File: src/rtl/mu0_control.sv
// mu0_control: MU0 fetch/execute FSM with Mem_ready wait states, bus watchdog,
// halt/illegal/bus-error status and a saturating retired-instruction counter.
module mu0_control #(
    parameter int MAX_WAIT = 255,
    parameter int CNT_W    = 16
) (
    input  logic             Clk,
    input  logic             Reset,
    input  logic [3:0]       F,
    input  logic             N,
    input  logic             Z,
    input  logic             Mem_ready,
    output logic             X_sel,
    output logic             Y_sel,
    output logic             Addr_sel,
    output logic             PC_En,
    output logic             IR_En,
    output logic             Acc_En,
    output logic [1:0]       M,
    output logic             Rd,
    output logic             Wr,
    output logic             Halted,
    output logic             Illegal,
    output logic             Bus_err,
    output logic [CNT_W-1:0] Instr_count
);
    typedef enum logic [1:0] {FETCH, EXECUTE, HALT} state_t;

    state_t             state_q, state_d;
    logic [15:0]        wait_q, wait_d;
    logic               illegal_q, illegal_d, bus_err_q, bus_err_d;
    logic [CNT_W-1:0]   count_q, count_d;
    logic               mem_phase, retire, timeout;

    always_comb begin
        X_sel     = 1'b0;
        Y_sel     = 1'b0;
        Addr_sel  = 1'b0;
        PC_En     = 1'b0;
        IR_En     = 1'b0;
        Acc_En    = 1'b0;
        M         = 2'b00;
        Rd        = 1'b0;
        Wr        = 1'b0;
        Halted    = 1'b0;
        mem_phase = 1'b0;
        retire    = 1'b0;
        state_d   = state_q;
        illegal_d = illegal_q;
        bus_err_d = bus_err_q;
        case (state_q)
            FETCH: begin
                Rd        = 1'b1;
                X_sel     = 1'b1;
                M         = 2'b10;
                IR_En     = Mem_ready;
                PC_En     = Mem_ready;
                mem_phase = 1'b1;
                state_d   = Mem_ready ? EXECUTE : FETCH;
            end
            EXECUTE: begin
                case (F)
                    4'd0: begin
                        Addr_sel  = 1'b1;
                        Rd        = 1'b1;
                        Acc_En    = Mem_ready;
                        mem_phase = 1'b1;
                    end
                    4'd1: begin
                        Addr_sel  = 1'b1;
                        Wr        = 1'b1;
                        mem_phase = 1'b1;
                    end
                    4'd2, 4'd3: begin
                        Addr_sel  = 1'b1;
                        Rd        = 1'b1;
                        M         = F[0] ? 2'b11 : 2'b01;
                        Acc_En    = Mem_ready;
                        mem_phase = 1'b1;
                    end
                    4'd4, 4'd5, 4'd6: begin
                        Y_sel   = 1'b1;
                        PC_En   = (F == 4'd5) ? ~N : (F == 4'd6) ? ~Z : 1'b1;
                        state_d = FETCH;
                        retire  = 1'b1;
                    end
                    4'd7: begin
                        state_d = HALT;
                        retire  = 1'b1;
                    end
                    default: begin
                        state_d   = HALT;
                        illegal_d = 1'b1;
                    end
                endcase
                if (mem_phase && Mem_ready) begin
                    state_d = FETCH;
                    retire  = 1'b1;
                end
            end
            default: begin
                Halted  = 1'b1;
                state_d = HALT;
            end
        endcase
        // Ready on the final allowed cycle still completes; only a missing ready times out.
        timeout = mem_phase && !Mem_ready && (wait_q == 16'(MAX_WAIT - 1));
        if (timeout) begin
            state_d   = HALT;
            bus_err_d = 1'b1;
        end
        wait_d  = (mem_phase && !Mem_ready) ? wait_q + 16'd1 : 16'd0;
        count_d = (retire && !(&count_q)) ? count_q + CNT_W'(1) : count_q;
        if (Reset) begin
            state_d   = FETCH;
            wait_d    = 16'd0;
            illegal_d = 1'b0;
            bus_err_d = 1'b0;
            count_d   = '0;
            X_sel     = 1'b0;
            Y_sel     = 1'b0;
            Addr_sel  = 1'b0;
            PC_En     = 1'b0;
            IR_En     = 1'b0;
            Acc_En    = 1'b0;
            M         = 2'b00;
            Rd        = 1'b0;
            Wr        = 1'b0;
        end
    end

    always_ff @(posedge Clk) begin
        state_q   <= state_d;
        wait_q    <= wait_d;
        illegal_q <= illegal_d;
        bus_err_q <= bus_err_d;
        count_q   <= count_d;
    end

    assign Illegal     = illegal_q;
    assign Bus_err     = bus_err_q;
    assign Instr_count = count_q;
endmodule
File: config.mk
export PLATFORM = sky130hd
export DESIGN_NAME = mu0_control
export DESIGN_NICKNAME = d
export VERILOG_FILES = /design/src/rtl/mu0_control.sv
export SDC_FILE = /design/constraint.sdc
export NUM_CORES = 1
export LEC_CHECK = 0
export CAP_MARGIN = 20
export CORE_MARGIN = 2
export CORE_UTILIZATION = 51
export CTS_CLUSTER_SIZE = 20
export DETAILED_ROUTE_END_ITERATION = 6
export GPL_ROUTABILITY_DRIVEN = 0
export PLACE_DENSITY = 0.9
export SLEW_MARGIN = 20
export SYNTH_ARGS = -nofsm -noshare
export SYNTH_HDL_FRONTEND = slang
export SYNTH_SLANG_ARGS = --single-unit
File: constraint.sdc
create_clock -name Clk -period 2.1 [get_ports Clk]
set_input_delay 0.315 -clock Clk [delete_from_list [all_inputs] [get_ports Clk]]
set_output_delay 0.315 -clock Clk [all_outputs]
set_load 0.01 [all_outputs]
* Word-level counts from Yosys, hierarchy flattened
Index checks and enable logic that the tools add are counted.
** Operators by class
- Muxes and demuxes :: 39
- Bitwise gates (word level) :: 4
- Magnitude comparators :: 0
- Add/subtract/negate cells :: 2
- Multipliers :: 0
- Shift-type cells :: 0
- Divide/modulo/power cells :: 0
- Reduce and logical (&&, ||, !) cells :: 19
- Eq/ne operators :: 11
** Operators by type and width (number)
- 16-bit by 1-bit adder with 16-bit output (second input constant) :: 2
- 1-bit two-way mux :: 28
- 16-bit by 8-bit equality test with 1-bit output (second input constant) :: 1
- 4-bit by 3-bit equality test with 1-bit output (second input constant) :: 4
- 16-bit AND reduction :: 1
- 2-bit case mux with 2 select lines :: 3
- 2-bit two-way mux :: 5
- 4-bit by 2-bit equality test with 1-bit output (second input constant) :: 2
- 2-bit OR reduction :: 4
- 4-bit OR reduction :: 2
- 8-bit OR reduction :: 1
- 1-bit case mux with 2 select lines :: 3
- 3-bit OR reduction :: 2
- 4-bit by 1-bit equality test with 1-bit output (second input constant) :: 1
- 1-bit logical AND :: 4
- 4-bit logical NOT :: 1
- 4-bit inequality test (second input constant) :: 1
- 1-bit inverter :: 4
- 3-bit inequality test (second input constant) :: 1
- 2-bit by 1-bit equality test with 1-bit output (second input constant) :: 1
- 1-bit logical NOT :: 2
- 2-bit logical NOT :: 1
- 2-bit AND reduction :: 1
** Storage, ports and cells
- Bits in latches :: 0
- Bits of input ports :: 9
- Word-level logic and storage cells :: 81
- Register bits after elaboration :: 36
- Memory bits (writable) :: 0
- ROM bits :: 0
- Memories kept :: 0

* Depth between registers and ports, before layout
Gate-level depths: netlist (run 1).
- Word-level depth :: 8
- Gate-level depth with buffers :: 6

* Worst setup path after synthesis (run 1)
No wires, ideal clock.
- Path kind :: flip-flop to flip-flop
- From :: reg count_q[4] (netlist: Instr_count[4])
- To :: reg count_q[15] (netlist: Instr_count[15])
- Path slack :: 0.268 ns
- Clock period less this slack :: 1.832 ns
- Library setup time :: 0.123 ns
- Data arrival time :: 1.709 ns
- Cell stages (with the launch flop) :: 5
- Cells stage by stage :: dfxtp_1 nand4_1 or4_4 nor4_1 mux2_1
** On the way
- Word-level cells in the longest chain between the ends :: 3
- Elaborated cells between the ends (all ways) :: 4
- Those cells by class :: add/sub: 1; reduce/logical: 3
** RTL lines
- from (decl) :: line 32 : logic [CNT_W-1:0] count_q, count_d;
- from (signal assigned) :: line 137 : count_q <= count_d;
- parallel branches: the longest is 3 deep, another holds 16-bit by 1-bit adder with 16-bit output
Several ways; the timed one is not identified.
A chain may end at the register's enable or synchronous reset.

* Final worst setup path (run 1)
- From :: in Reset
- To :: out X_sel
** On the way
- Word-level cells in the longest chain between the ends :: 1
** RTL lines
- from (decl) :: line 8 : input logic Reset,
- 1-bit two-way mux :: line 114 : if (Reset) begin
- to (decl) :: line 13 : output logic X_sel,
Every way passes these cells.

==> impl_metrics.csv, run 1 <==
group,metric,value,unit
logic_synthesis,synth-xor-area-share,4.68,%
layout,post_route_cells_drive_above_1_share,13.3,%
logic_synthesis,synthDominantCellAreaShare,38.5,%
hold_path,hold_path_depth,1,
logic_synthesis,netlist_area,0.00187,mm²
cts,postCtsHoldBufs,0,
logic_synthesis,ys_seq_area_share,38.5,%
timing,finalWorstPathRequiredPeriod,2050,ps
grt,grt-ovfl-total,0,
floorplanning,start_util,51.9,%
logic_synthesis,synth-adder-area-share,2.01,%
layout,number_of_inserted_diodes,0,
setup_path,number_of_cells_on_the_worst_reg_to_reg_path,5,
detailed_routing,drtAntennaViolNets,0,
logic_synthesis,post-synth-top-area-cell,"sky130_fd_sc_hd__dfxtp_1",
logic_synthesis,synth.mux.area_fraction,2.27,%
floorplanning,core_area,0.00361,mm²
logic_synthesis,synthesized_instance_count,225,
layout,area_delta_synth_final,35.7,%
setup_path,crit_path_end_kind,"output pin",
timing,tightest_slew,536,ps
power,static-leakage-power,0.946,nW
timing,fmaxAchievable,0.487,GHz
grt,grt_start_max_net_pins,18,
power,switchingPower,318,µW
timing,finalCritPeriodShare,97.7,%
floorplanning,chipHeight,64.6,µm
layout,footprint_of_the_multi_input_gates,0.00108,mm²
timing,max_slew_margin,64.1,%
timing,timing.clock.skew,3.84,ps
layout,postLayoutCoreUtil,70.4,%
floorplanning,placement_rows,22,
setup_path,timing.reg2reg.setup_slack,180,ps
cts,clkLatencyLatePin,300,ps
power,clock_power_share,38.1,%
floorplanning,io_pins,38,
floorplanning,fp.dieArea,0.00417,mm²
logic_synthesis,synth_top_family_by_area,"simple AND/OR/NAND/NOR gates",
cts,cts_made_buffers,5,
cts,cts_root_buffer,"sky130_fd_sc_hd__clkbuf_8",
cts,h_tree_depth_reported_by_cts,2,
logic_synthesis,number_of_enable_flip_flop_cells_after_synthesis,0,
power,power.share.sequential,51.6,%
setup_path,cp.arrival,1740,ps
detailed_routing,drt_first_iter_violations,152,
logic_synthesis,synth_async_sr_flop_share,0,%
logic_synthesis,yosys_warning_total,0,
detailed_routing,detail_route.wirelength,4.53,mm
setup_path,data_required_time_of_the_worst_path,1780,ps
timing,setup_viol,0,
logic_synthesis,syn_area_per_cell,8.32,µm²
setup_path,rr_endpoint,"Instr_count[15]",
power,p_int,1.03,mW
logic_synthesis,synth_common_cells,"sky130_fd_sc_hd__dfxtp_1, sky130_fd_sc_hd__nor2_1, sky130_fd_sc_hd__a21oi_1, sky130_fd_sc_hd__nand2_1, sky130_fd_sc_hd__or4_1",
timing,unrepaired_setup_endpoints_after_global_routing,"false",
power,report.power.total,1.35,mW
timing,hold_slack,463,ps
setup_path,crit_type,"input pin to output pin",
cts,clkSlewWorstSetupHoldPaths,70,ps
power,ir_drop,0.000339,V
cts,clock_path_buffers,2,
detailed_routing,vias,1893,
timing,hold_violations,0,
layout,count_of_fill_cells_added_during_filler_insertion,293,
placed_design,io_buffer_count,37,
grt,wire_length_of_the_first_global_routing_pass,7.85,mm
detailed_routing,firstDrtPassIters,4,
timing,drv_slew,0,
placed_design,dp_hpwl,3.32,mm
logic_synthesis,synth-compound-area-share,15.0,%
floorplanning,width_of_the_die,64.6,µm
power,power_switching_share,23.6,%
outcome,status,"finished clean",
power,power.combinational.fraction,10.3,%
layout,final-seq-area,721,µm²
logic_synthesis,syn_nets,237,
logic_synthesis,yosys.area_share.simple,33.0,%
grt,grt_usage,23.7,%
logic_synthesis,synthDistinctLibCells,45,
detailed_routing,vias_cell,5.67,
hold_path,min_delay_worst_endpoint,"wait_q[0]",
cts,cts_num_sinks,36,
logic_synthesis,synth-main-ff-cell,"sky130_fd_sc_hd__dfxtp_1",
hold_path,worstHoldStart,"wait_q[0]",
setup_path,worst_setup_start_kind,"input pin",
cts,cts_tree,"built",
setup_path,r2r-start,"state_q[1]",
logic_synthesis,yosys.cell_count.top_type,"sky130_fd_sc_hd__dfxtp_1",
hold_path,worst_hold_path_type,"flip-flop to flip-flop",
logic_synthesis,area_contributors_post_synth,"sky130_fd_sc_hd__dfxtp_1, sky130_fd_sc_hd__a21oi_1, sky130_fd_sc_hd__or4_1",
logic_synthesis,ffs_latches_synth,36,
job,max_cap_viols,0,
grt,grt_antenna_before_repair,0,
grt,via_count_of_the_first_global_routing_pass,1782,
detailed_routing,post-route-drc-count,0,
power,powerDensity,530,mW/mm²
layout,fin_nets,297,
detailed_routing,avgRoutedWirePerCell,13.5,µm
setup_path,worst-path-max-fanout,7,
timing,setup_tns_final,0,ps
cts,post-cts-setup-buffers,0,
-- power by group through the flow --
stage | Combinational [mW] | Clock [mW] | Sequential (mW)
2_1_floorplan | 0.0607 | 0 | 0.710
3_3_place_gp | 0.137 | 0 | 0.710
3_5_place_dp | 0.141 | 0 | 0.711
4_1_cts | 0.138 | 0.516 | 0.695
5_1_grt | 0.151 | 0.545 | 0.696
6_report | 0.139 | 0.513 | 0.695
-- worst max-delay path: stages --
cell and delay [ps]:
sky130_fd_sc_hd__clkdlybuf4s50_1 490, sky130_fd_sc_hd__or2_4 300, sky130_fd_sc_hd__nor2_1 90, sky130_fd_sc_hd__clkdlybuf4s50_1 540
-- routing by layer --
| metal | global-route usage (%) | vias to the layer above | wire length (µm) |
|---|---|---|---|
| met1 | 29.6 | 897 | 2080 |
| met2 | 39.8 | 41 | 2190 |
| met3 | 4.51 | 8 | 176 |
| met5 | 0 | - | 0 |
| met4 | 10.1 | 0 | 80 |
| li1 | - | 947 | - |
-- sequential cells by signal (all words and copies together) (netlist names) --
register / count
Illegal: 1
Bus_err: 1
Instr_count: 16
wait_q: 16
state_q: 2
-- layout by cell type, fill, tap and decap left out, types with 4 or more instances in the layout --
cell type,instances
sky130_fd_sc_hd__dfxtp_1,36
sky130_fd_sc_hd__clkdlybuf4s50_1,26
sky130_fd_sc_hd__buf_4,26
sky130_fd_sc_hd__a21oi_1,20
sky130_fd_sc_hd__nor2_1,20
sky130_fd_sc_hd__nand2_1,18
sky130_fd_sc_hd__or4_1,11
sky130_fd_sc_hd__inv_1,10
sky130_fd_sc_hd__dlygate4sd2_1,10
sky130_fd_sc_hd__nand4_1,9
sky130_fd_sc_hd__o31ai_1,9
sky130_fd_sc_hd__xor2_1,8
sky130_fd_sc_hd__nand3_1,7
sky130_fd_sc_hd__or3_1,6
sky130_fd_sc_hd__clkbuf_8,6
sky130_fd_sc_hd__nor3_1,5
sky130_fd_sc_hd__and3_1,4
sky130_fd_sc_hd__o21ai_0,4
-- area by class of cell --
type	instances	share of cell area, %
inverter	10	1.48
clock buffer	8	3.55
multi-input combinational	169	42.4
timing repair buffer	63	21.9
tap	48	2.36
sequential	36	28.4
-- cell families after synthesis --
group / after synthesis
adders and majority gates: 3
DFF: 36
muxes: 4
AOI/OAI and AO/OA: 45
and+or+nand+nor: 107
buffers and inverters: 20
xor gates and xnor gates: 10
-- through the flow --
stage | cells | setup WS, ps | cell area, µm²
after CTS | 334 | 31.0 | 2530
after global routing | 334 | 6.28 | 2540
after detailed placement | 326 | -334 | 2450
after floorplan | 225 | 268 | 1870
final | 334 | 48.3 | 2540
after global placement | 326 | -282 | 2450
-- worst max path at each step --
stage,startpoint,to,slack [ps]
after global routing,F[2],M[1],6
final,Reset,X_sel,50
after floorplan,Instr_count[4],Instr_count[15],270
after detailed placement,F[1],PC_En,-330
after CTS,Reset,IR_En,30
after global placement,F[1],PC_En,-280
-- timing repair --
item | 4_1_cts | 5_1_grt
resized for setup | 12 | 2
endpoints found under the setup margin | 9 | 2
gates cloned | 0 | 0
Note: power is estimated with default switching activity, not from simulation.
==> run 2: changes to the inputs <==
--- a/config.mk
+++ b/config.mk
@@ -6,7 +6,6 @@
 export NUM_CORES = 1
 export LEC_CHECK = 0
 export CAP_MARGIN = 20
-export CORE_MARGIN = 2
 export CORE_UTILIZATION = 51
 export CTS_CLUSTER_SIZE = 20
 export DETAILED_ROUTE_END_ITERATION = 6
==> impl_metrics.csv, run 2 (synthesis results as in run 1) <==
group,metric,value,unit
grt,grt-ovfl-total,0,
timing,setup_viol,0,
timing,hold_slack,451,ps
cts,cts_tree,"built",
job,max_cap_viols,0,
setup_path,worst_setup_start_kind,"input pin",
detailed_routing,drtAntennaViolNets,0,
power,powerDensity,532,mW/mm²
placed_design,io_buffer_count,37,
timing,tightest_slew,543,ps
detailed_routing,vias_cell,5.89,
placed_design,detailed_place.area,0.00243,mm²
grt,grt_antenna_before_repair,0,
cts,post-cts-setup-buffers,0,
layout,mostFrequentLayoutCells,"sky130_fd_sc_hd__dfxtp_1, sky130_fd_sc_hd__clkdlybuf4s50_1, sky130_fd_sc_hd__buf_4, sky130_fd_sc_hd__a21oi_1, sky130_fd_sc_hd__nor2_1",
timing,finalWorstPathRequiredPeriod,2010,ps
setup_path,cp.arrival,1700,ps
cts,postCtsHoldBufs,0,
layout,number_of_inserted_diodes,0,
placed_design,placedCellCount,322,
power,static-leakage-power,0.924,nW
layout,non_filler_instance_count_after_layout,330,
setup_path,crit_path_end_kind,"output pin",
layout,fin_nets,295,
grt,grt_start_max_net_pins,16,
timing,finalCritPeriodShare,95.7,%
floorplanning,start_util,54.8,%
floorplanning,chipHeight,62.6,µm
layout,finish.instance_area,0.00251,mm²
timing,setup_tns_final,0,ps
grt,grt_usage,26.4,%
cts,clkSlewWorstSetupHoldPaths,110,ps
floorplanning,fp.dieArea,0.00392,mm²
detailed_routing,detail_route.wirelength,4.92,mm
layout,area_delta_synth_final,34.1,%
floorplanning,io_pins,38,
floorplanning,placement_rows,21,
cts,cts_num_sinks,36,
cts,cts_made_buffers,5,
outcome,status,"finished clean",
detailed_routing,vias,1944,
floorplanning,width_of_the_die,62.6,µm
cts,cts_root_buffer,"sky130_fd_sc_hd__clkbuf_4",
setup_path,crit_type,"input pin to output pin",
hold_path,worst_hold_path_type,"input pin to flip-flop",
setup_path,worst-path-max-fanout,7,
grt,wire_length_of_the_first_global_routing_pass,8.29,mm
timing,fmaxAchievable,0.497,GHz
cts,clock_path_buffers,2,
placed_design,dp_hpwl,3.46,mm
layout,post_route_cells_drive_above_1_share,14.4,%
detailed_routing,post-route-drc-count,0,
layout,postLayoutCoreUtil,73.5,%
placed_design,pre_cts_slack,-292,ps
layout,most_common_cell_after_layout_fill_and_taps_aside,"sky130_fd_sc_hd__dfxtp_1",
detailed_routing,drt_first_iter_violations,87,
timing,post-route-worst-setup-slack,89.3,ps
power,ir_drop,0.000598,V
timing,hold_violations,0,
power,report.power.total,1.34,mW
detailed_routing,firstDrtPassIters,7,
detailed_routing,dr.max_layer_used,"met4",
floorplanning,core_area,0.00342,mm²
detailed_routing,met2WireLength,2.32,mm
cts,h_tree_depth_reported_by_cts,2,
timing,max_slew_margin,63.6,%
grt,via_count_of_the_first_global_routing_pass,1833,
timing,timing.clock.skew,13.9,ps
detailed_routing,met3RoutedLength,340,µm
timing,unrepaired_setup_endpoints_after_global_routing,"false",
cts,clkLatencyLatePin,360,ps
setup_path,data_required_time_of_the_worst_path,1780,ps
detailed_routing,routedLengthMet1,2.18,mm
timing,drv_slew,0,
detailed_routing,avgRoutedWirePerCell,14.9,µm
==> run 2: path summary, 6_finish.rpt <==
check,start,slack (ps),endpoint,cells after the start
min,Reset,450,Instr_count[3],3
max reg2reg,state_q[0],190,Instr_count[11],5
min reg2reg,Bus_err,450,Bus_err,2
max,Mem_ready,90,IR_En,5
==> run 2: final cells by class <==
cell class / instances / area, µm²
clock buffer: 6 / 41.3
clock inverter: 2 / 35.0
fill: 258 / 906
inverter: 10 / 37.5
multi-input combinational: 169 / 1080
sequential: 36 / 722
tap: 46 / 57.6
timing repair buffer: 61 / 534
==> run 2: metal layers <==
metal | vias to the layer above | global-route usage (%)
met3 | 8 | 6.75
met5 | - | 0
li1 | 945 | -
met2 | 73 | 43.3
met1 | 918 | 33.0
met4 | 0 | 10.5
==> run 2: power by group <==
| group | switching [mW] | internal, mW | leakage, nW |
|---|---|---|---|
| clock | 0.247 | 0.250 | 0.0422 |
| sequential | 0.00622 | 0.690 | 0.291 |
| combinational | 0.0675 | 0.0758 | 0.590 |
==> run 2: critical path, stage by stage <==
cell,delay (ps)
sky130_fd_sc_hd__clkdlybuf4s50_1,500
sky130_fd_sc_hd__buf_4,160
sky130_fd_sc_hd__nand2b_1,90
sky130_fd_sc_hd__nor2_1,100
sky130_fd_sc_hd__clkdlybuf4s50_1,530
==> run 2: what timing repair did <==
item | CTS | global route
hold endpoints to repair | 0 | 0
setup endpoints to repair | 10 | 6
gates resized for setup | 12 | 7
==> run 3: changes to the inputs <==
--- a/config.mk
+++ b/config.mk
@@ -6,6 +6,7 @@
 export NUM_CORES = 1
 export LEC_CHECK = 0
 export CAP_MARGIN = 20
+export CORE_MARGIN = 10
 export CORE_UTILIZATION = 51
 export CTS_CLUSTER_SIZE = 20
 export DETAILED_ROUTE_END_ITERATION = 6
==> impl_metrics.csv, run 3 (synthesis results as in run 1) <==
group,metric,value,unit
layout,count_of_fill_cells_added_during_filler_insertion,267,
power,p_int,1.02,mW
cts,clkSlewWorstSetupHoldPaths,70,ps
power,switchingPower,316,µW
timing,post-route-worst-setup-slack,78.7,ps
detailed_routing,vias_cell,5.95,
layout,mostFrequentLayoutCells,"sky130_fd_sc_hd__dfxtp_1, sky130_fd_sc_hd__clkdlybuf4s50_1, sky130_fd_sc_hd__buf_4, sky130_fd_sc_hd__a21oi_1, sky130_fd_sc_hd__nor2_1",
detailed_routing,avgRoutedWirePerCell,15.1,µm
detailed_routing,detail_route.wirelength,4.97,mm
setup_path,crit_type,"input pin to flip-flop",
hold_path,hold_path_depth,2,
placed_design,placedCellCount,320,
hold_path,worstHoldStart,"Bus_err",
placed_design,dp_hpwl,3.63,mm
floorplanning,core_area,0.00344,mm²
cts,clkLatencyLatePin,290,ps
setup_path,worst-path-max-fanout,5,
cts,cts_num_sinks,36,
timing,tightest_slew,529,ps
setup_path,data_required_time_of_the_worst_path,2320,ps
timing,drv_slew,0,
floorplanning,start_util,54.4,%
setup_path,cp.arrival,2240,ps
detailed_routing,post-route-drc-count,0,
power,clock_power_share,37.8,%
power,ir_drop,0.000319,V
layout,fin_nets,293,
layout,post_route_cells_drive_above_1_share,13.5,%
cts,cts_root_buffer,"sky130_fd_sc_hd__clkbuf_8",
cts,h_tree_depth_reported_by_cts,2,
setup_path,rr_endpoint,"Instr_count[13]",
timing,fmaxAchievable,0.495,GHz
grt,grt_usage,15.5,%
placed_design,io_buffer_count,37,
setup_path,worst_setup_start_kind,"input pin",
cts,clock_path_buffers,2,
cts,cts_tree,"built",
layout,final-seq-area,721,µm²
setup_path,crit_path_end_kind,"flip-flop",
layout,footprint_of_the_multi_input_gates,0.00108,mm²
layout,number_of_inserted_diodes,0,
cts,postCtsHoldBufs,0,
placed_design,pre_cts_slack,-260,ps
setup_path,timing.reg2reg.setup_slack,200,ps
setup_path,number_of_cells_on_the_worst_reg_to_reg_path,5,
timing,timing.clock.skew,2.83,ps
hold_path,min_delay_worst_endpoint,"Bus_err",
grt,grt_start_max_net_pins,18,
timing,finalWorstPathRequiredPeriod,2020,ps
layout,most_common_cell_after_layout_fill_and_taps_aside,"sky130_fd_sc_hd__dfxtp_1",
grt,wire_length_of_the_first_global_routing_pass,8.05,mm
floorplanning,fp.dieArea,0.00649,mm²
timing,max_slew_margin,64.4,%
grt,grt_antenna_before_repair,0,
floorplanning,width_of_the_die,80.6,µm
power,power.combinational.fraction,10.3,%
floorplanning,chipHeight,80.6,µm
detailed_routing,drtAntennaViolNets,0,
hold_path,worst_hold_path_type,"flip-flop to flip-flop",
cts,cts_made_buffers,5,
outcome,status,"finished clean",
power,power_switching_share,23.7,%
timing,setup_viol,0,
timing,hold_violations,0,
detailed_routing,vias,1953,
power,static-leakage-power,0.936,nW
layout,area_delta_synth_final,34.5,%
detailed_routing,firstDrtPassIters,4,
layout,non_filler_instance_count_after_layout,328,
job,max_cap_viols,0,
grt,grt-ovfl-total,0,
setup_path,r2r-start,"state_q[1]",
layout,postLayoutCoreUtil,73.1,%
power,powerDensity,532,mW/mm²
power,power.share.sequential,51.9,%
grt,via_count_of_the_first_global_routing_pass,1859,
floorplanning,io_pins,38,
detailed_routing,drt_first_iter_violations,203,
floorplanning,placement_rows,21,
timing,finalCritPeriodShare,96.3,%
run 3: changes by cell type in the layout (fill, tap and decap cells not counted):
cell	previous run	this run
sky130_fd_sc_hd__buf_4	24	22
sky130_fd_sc_hd__bufinv_16	1	0
sky130_fd_sc_hd__clkbuf_1	1	0
sky130_fd_sc_hd__clkbuf_2	2	1
sky130_fd_sc_hd__clkbuf_4	5	0
sky130_fd_sc_hd__clkbuf_8	0	6
sky130_fd_sc_hd__clkinv_2	1	2
sky130_fd_sc_hd__dfxtp_1	35	36
sky130_fd_sc_hd__dfxtp_2	1	0
sky130_fd_sc_hd__dlymetal6s2s_1	1	2
run 3: worst max-delay path by stage:
| stage | cells past startpoint | start | slack, ps | to |
|---|---|---|---|---|
| after global placement | 6 | F[1] | -250 | PC_En |
| final | 6 | F[3] | 80 | Instr_count[13] |
| after floorplan | 4 | Instr_count[4] | 270 | Instr_count[15] |
| after detailed placement | 6 | F[0] | -260 | PC_En |
| after CTS | 6 | F[0] | 10 | PC_En |
| after global routing | 7 | F[2] | -20 | M[1] |
run 3: power groups by stage:
stage	Sequential (mW)	Combinational (mW)	Clock, mW
2_1_floorplan	0.710	0.0607	0
3_3_place_gp	0.709	0.137	0
3_5_place_dp	0.710	0.139	0
4_1_cts	0.694	0.139	0.518
5_1_grt	0.694	0.152	0.545
6_report	0.694	0.138	0.506
run 3: through the flow:
stage | power [mW] | cell area, µm² | setup TNS, ps | hold WS [ps]
2_1_floorplan | 0.771 | 1870 | 0 | 426
3_3_place_gp | 0.847 | 2420 | -2210 | 441
3_5_place_dp | 0.848 | 2420 | -2210 | 462
4_1_cts | 1.35 | 2510 | 0 | 473
5_1_grt | 1.39 | 2520 | -16.6 | 492
6_report | 1.34 | 2520 | 0 | 467
run 3: layout make-up:
| type | instances | area share, % |
|---|---|---|
| timing repair buffer | 59 | 20.9 |
| sequential | 36 | 28.6 |
| multi-input combinational | 169 | 43.0 |
| tap | 46 | 2.29 |
| inverter | 10 | 1.49 |
| clock buffer | 6 | 3.28 |
| clock inverter | 2 | 0.398 |
run 3: worst max-delay path: stages:
cell and delay, ps:
sky130_fd_sc_hd__clkdlybuf4s50_1 410, sky130_fd_sc_hd__buf_4 160, sky130_fd_sc_hd__o21bai_1 210, sky130_fd_sc_hd__or4_4 580
sky130_fd_sc_hd__or4_1 410, sky130_fd_sc_hd__a21oi_1 150
run 3: routing by layer:
metal	track usage, %	part of all wire, %	routed length, µm	vias up
li1	-	-	-	944
met1	16.5	41	2040	933
met2	26.8	50	2490	62
met3	4.57	6.4	316	14
met4	8.10	2.5	124	0
met5	0	0	0	-
run 3: what timing repair did:
action,in CTS,in global routing
setup endpoints to repair,10,8
buffers inserted,0,0
pin swaps,0,0
endpoints found under the hold margin,0,0
resized for setup,10,6
